--- src/rtl/ls_down_divider.sv ---
// Loadable down-counter / frequency divider with a one-shot or auto-reload
// mode, a registered expiry pulse and a combinational borrow lookahead.
module ls_down_divider #(
    parameter int WIDTH = 8
) (
    input  logic             CLK,
    input  logic             CLR,
    input  logic [WIDTH-1:0] D,
    input  logic             LOAD_n,
    input  logic             ENP,
    input  logic             ENT,
    input  logic             MODE,
    output logic [WIDTH-1:0] Q,
    output logic             ZP,
    output logic             BO,
    output logic             BUSY
);

    typedef enum logic [1:0] {
        IDLE = 2'd0,
        RUN  = 2'd1,
        DONE = 2'd2
    } state_t;

    localparam logic [WIDTH-1:0] ONE = WIDTH'(1);

    state_t           state, state_next;
    logic [WIDTH-1:0] q_reg, q_next;
    logic [WIDTH-1:0] r_reg, r_next;
    logic             zp_reg, zp_next;
    logic             busy_reg;

    // Next-state, next-count and expiry-pulse decode: load beats counting.
    always_comb begin
        // NOTE: every output of this block gets a default first, so no path
        // leaves a variable unassigned and no latch is inferred.
        state_next = state;
        q_next     = q_reg;
        r_next     = r_reg;
        zp_next    = 1'b0;

        if (!LOAD_n) begin
            r_next     = D;
            q_next     = D;
            state_next = (D != '0) ? RUN : IDLE;
        end else if (state == RUN && ENP && ENT) begin
            if (q_reg > ONE) begin
                q_next = q_reg - ONE;
            end else if (q_reg == ONE) begin
                // Expiry edge: the only place MODE is looked at.
                zp_next = 1'b1;
                if (MODE) begin
                    q_next = r_reg;
                end else begin
                    q_next     = '0;
                    state_next = DONE;
                end
            end
            // A zero count in RUN cannot be reached; it simply holds, so
            // the counter never wraps below zero.
        end
    end

    // State, count, reload and pulse registers; CLR clears them at once.
    always_ff @(posedge CLK or posedge CLR) begin
        if (CLR) begin
            state    <= IDLE;
            q_reg    <= '0;
            r_reg    <= '0;
            zp_reg   <= 1'b0;
            busy_reg <= 1'b0;
        end else begin
            // NOTE: non-blocking assignments so every register samples the
            // pre-edge values, independent of statement order.
            state    <= state_next;
            q_reg    <= q_next;
            r_reg    <= r_next;
            zp_reg   <= zp_next;
            busy_reg <= (state_next == RUN);
        end
    end

    assign Q    = q_reg;
    assign ZP   = zp_reg;
    assign BUSY = busy_reg;
    // Borrow lookahead is purely combinational so it can be cascaded
    // into the next stage's ENT within the same cycle.
    assign BO   = ENT && (q_reg == ONE) && (state == RUN);

endmodule

--- config.mk ---
export PLATFORM = sky130hd
export DESIGN_NAME = ls_down_divider
export DESIGN_NICKNAME = d
export VERILOG_FILES = /design/src/rtl/ls_down_divider.sv
export SDC_FILE = /design/constraint.sdc
export NUM_CORES = 1
export LEC_CHECK = 0
export CAP_MARGIN = 15
export CORE_MARGIN = 2
export CORE_UTILIZATION = 45
export DETAILED_ROUTE_END_ITERATION = 12
export PLACE_DENSITY = 0.75
export SLEW_MARGIN = 15
export SYNTH_ARGS = -nofsm -noshare
export SYNTH_HDL_FRONTEND = slang
export SYNTH_SLANG_ARGS = --single-unit
--- constraint.sdc ---
create_clock -name CLK -period 1.7 [get_ports CLK]
set_input_delay 0.34 -clock CLK [delete_from_list [all_inputs] [get_ports CLK]]
set_output_delay 0.34 -clock CLK [all_outputs]
set_load 0.05 [all_outputs]
# After elaboration in Yosys (flattened, before gate mapping)
# Index checks and enable logic that the tools add are counted.
[word_totals] ff_bits=20 in_bits=14 out_inout_bits=11 wordCells=33
[op_classes] add_sub_neg=1 order_cmp=1 n_eq_ne=5 muxes=15 n_reduce_logical=6
[ops] cell="8-bit 2-to-1 mux" n=5
[ops] cell="2-bit 2-to-1 mux" n=5
[ops] cell="8-bit by 1-bit == test with 1-bit output, second input constant" n=1
[ops] cell="8-bit by 1-bit > comparator with 1-bit output, second input constant" n=1
[ops] cell="8-bit nonzero test" n=1
[ops] cell="8-bit by 1-bit subtractor with 8-bit output, second input constant" n=1
[ops] cell="1-bit 2-to-1 mux" n=5
[ops] cell="2-bit by 1-bit == test with 1-bit output, second input constant" n=2
[ops] cell="1-bit logical AND" n=4
[ops] cell="3-bit by 1-bit inequality test with 1-bit output, second input constant" n=1
[ops] cell="2-bit by 1-bit inequality test with 1-bit output, second input constant" n=1
[ops] cell="2-bit AND reduction" n=1

# Logic depth before layout (Yosys ltp)
[logic_depth] depth_word=6 depth_mapped=8 mapped_depth_nobuf=7

# Worst setup path after synthesis
# OpenSTA, ideal clock, no wires.
[synth_path] path_type="flip-flop to output port" from="register q_reg[7] (netlist: Q[7])" to="output BO" t_arrival_ns=1.921 t_required_ns=1.360 slack_ns=-0.561 stages_incl_launch_ff=4 n_path_buf=0 cell_sequence="dfrtp_1 > nor4_1 > nand3_1 > nor2_1"
[synth_via] elab_chain_cells=3
[synth_lines] element="start, declared" line_no="28" text="logic [WIDTH-1:0] q_reg, q_next;"
[synth_lines] element="start signal, assigned" line_no="76" text="q_reg <= q_next;"
[synth_lines] element="8-bit by 1-bit == test with 1-bit output" line_no="88" text="assign BO = ENT && (q_reg == ONE) && (state == RUN);"
[synth_lines] element="1-bit logical AND (2 in a row)" line_no="88"
[synth_lines] element="end, declared" line_no="15" text="output logic BO,"
# No other way between the ends.

# Final worst setup path
[layout_path] from="register q_reg[7] (netlist: Q[7])" to="register q_reg[0] (netlist: Q[0])"
[layout_via] elab_chain_cells=4 word_cells_on_any_way=7 cone_classes="1 x order compare; 2 x eq/ne; 3 x mux; 1 x reduce/logical"
[layout_lines] element="8-bit by 1-bit > comparator with 1-bit output" line_no="47" text="if (q_reg > ONE) begin"
[layout_lines] element="8-bit 2-to-1 mux" line_no="47"
[layout_lines] element="8-bit 2-to-1 mux" line_no="46" text="end else if (state == RUN && ENP && ENT) begin"
[layout_lines] element="8-bit 2-to-1 mux" line_no="42" text="if (!LOAD_n) begin"
# Several ways; a longest one is shown, not always the timed one. The select of a mux whose other input is x is not followed.
# A chain may end at the register's enable or synchronous reset.

==> flow_metrics.tcl <==
set metrics [dict create \
    fmax_ghz 0.5063 \
    postPlaceCellArea_mm2 0.001719 \
    synth_top_area_share 0.4069 \
    synth_ff_type "dfrtp_1" \
    diodes 0 \
    stdcell_area_mm2 0.001939 \
    boundaryPins 25 \
    dp_hpwl_um 2613 \
    ys_async_sr_fraction 1.000 \
    clk_path_buf_depth 2 \
    drt_pass1_iterations 4 \
    final_cell_mix "35 x buf_4, 26 x nand2_1, 13 x clkdlybuf4s50_1" \
    drive_gt1_frac 0.4278 \
    fin_cells 224 \
    core_mm2 0.002545 \
    synth_top_cell_by_area "dfrtp_1" \
    final_common_cell "buf_4" \
    r2r_start "Q[7]" \
    port-buffer-count 24 \
    p_leak_nw 0.8585 \
    reg2reg_depth 6 \
    max_stage_delay_ps 520 \
    synth-adder-area-share 0.02035 \
    slew_headroom 0.7547 \
    reg2reg_slack_ps -280 \
    required_ps 1890 \
    hold_path.class "in2async" \
    rsz0062_at_grt "yes" \
    via_count 1287 \
    areaGrowthSynthToFinish_pct 57.68 \
    die-area_mm2 0.003167 \
    cts-root-buf "clkbuf_4" \
    grt_max_degree 21 \
    drc 0 \
    die_y_um 56.28 \
    cp_cell_sequence "buf_6 -> or4_4 -> nor4_4 -> nor2_1 -> a41oi_1 -> o211ai_1" \
    fin_tns_setup_ps -1643 \
    wirelength_um 3705 \
    grt_pass1_wl_um 6078 \
    grt_pass1_vias 1310 \
    netlist_area_mm2 0.001230 \
    placed_cells 211 \
    pwr_density_cell_mw_per_mm2 815.0 \
    cts.sinks 20 \
    via_per_inst 5.746 \
    ys_ff_latch 20 \
    finalClockSkew_ps 18.51 \
    synthXorXnorAreaFrac 0.007121 \
    path_buf_inv 1 \
    die_w_um 56.28 \
    avgSynthCellArea_um2 9.318 \
    start_util 0.4833 \
    synth-simple-area-share 0.2818 \
    fin_ws_ps -275.3 \
    yosys_warnings 0 \
    muxShareOfSynthArea 0.01628 \
    drv_slew 0 \
    syn_inst 132 \
    synth_compound_area_frac 0.2014 \
    cts_tree "done" \
    failed_checks "negative setup slack" \
    detail_route.wl_per_cell_um 16.54 \
    critPathLaunchType "register" \
    holdBufCountCts 0 \
    layout_min_cycle_time_ps 1975 \
    finalSetupViolCount 9 \
    grt.total_usage 0.2410 \
    synth_top_family_by_area "simple AND/OR/NAND/NOR gates" \
    syn_nets 148 \
    synthTopCellsByArea "dfrtp_1 41%, nand2_1 7.9%, nor2_1 3.4%" \
    cp_max_fo 4 \
    cts_max_level 1 \
    ant_nets 0 \
    path_delay_family "simple AND/OR/NAND/NOR gates" \
    endpoint_kind "register" \
    place.gp.congestion 0.8817 \
    cts_buffers 3 \
    antenna_found_initial 0 \
    peakVddDrop_mv 0.6633 \
    hold_viol_final 0 \
    synth-edff-count 0 \
    worstPathArrival_ps 2160 \
    fin_nets 211 \
    cpMaxStageDelayCell "or4_4" \
    status "finished with violations" \
    clk_pin_slew_ps 130 \
    fill_cells 182 \
    clk_latency_ps 300 \
    num_rows 18 \
    tightest_slew_ps 364.9 \
    ys_types 49 \
    seq_area_frac_synth 0.4069 \
    drv_cap 0 \
    grt_overflow_total 0 \
    rr_endpoint "Q[0]" \
    drtIter0Drc 41 \
    critPathKind "reg2reg" \
    fin_crit_sh 1.162 \
]
[logic make-up after synthesis]
| kind of cell | after synthesis |
|---|---|
| XOR/XNOR | 1 |
| multiplexers | 2 |
| buffers and inverters | 12 |
| flip-flops | 20 |
| AND/OR/NAND/NOR | 64 |
| AO/OA/AOI/OAI | 31 |
| adder cells (fa/ha/maj) | 2 |
[worst max path at each step]
stage | from | end | slack [ps] | cells after the start
finish | Q[7] | Q[0] | -280 | 6
CTS | Q[4] | BO | -280 | 6
detailed placement | Q[1] | Q[2] | -190 | 10
global route | Q[4] | BO | -340 | 6
floorplan | Q[5] | Q[5] | -220 | 5
global placement | Q[5] | Q[5] | -100 | 5
[cells in the mapped netlist, types with 2 or more instances]
master and count:
nand3_1 2, a211o_1 2, nand2b_1 6, or3_1 2
nor2_1 11, a21oi_1 3, mux2i_1 2, nand4_1 2
a41oi_1 4, buf_6 2, dfrtp_1 20, clkbuf_8 2
inv_1 6, nor4_1 3, o211ai_1 2, o21ai_0 4
nand2_1 26, ha_1 2
[report_power, final]
group / switching (mW) / internal (mW)
Clock: 0.148 / 0.0912
Combinational: 0.394 / 0.372
Sequential: 0.0498 / 0.526
[worst register-to-register path, stage by stage, from the launching register on]
cell and delay [ps]:
dfrtp_2 460, buf_6 130, or4_4 520, nor4_4 350, nor2_1 70, a41oi_1 200
o211ai_1 130
[what timing repair did]
action,CTS,global route
resized for setup,20,7
endpoints found under the setup margin,10,11
buffers inserted,6,2
pin swaps,16,11
cloned,1,0
[stage by stage]
stage	hold WS, ps	worst slack, ps	utilization	power [mW]
final	350.1	-275.3	0.7620	1.581
after global routing	405.6	-340.7	0.7620	1.653
after floorplan	303.3	-223.9	-	0.9175
after global placement	469.8	-98.01	0.6755	1.181
after detailed placement	473.3	-190.8	0.6755	1.195
after CTS	364.4	-278.5	0.7453	1.535
[cell type report]
type	instances	area (um^2)	area share
repair buffers	63	588.1	0.3032
flip-flops and latches	20	510.5	0.2632
well taps	30	37.54	0.01935
inverters	6	25.02	0.01290
clock buffers	4	26.28	0.01355
multi-input cells	101	752.0	0.3877
[metal layers]
metal	global-route usage	part of all wire	vias to the layer above
li1	-	-	605
met1	0.3130	0.43	613
met2	0.4168	0.50	63
met3	0.02765	0.065	6
met4	0.07823	0.011	0
met5	0	0	-
(Power assumes the default switching activity.)
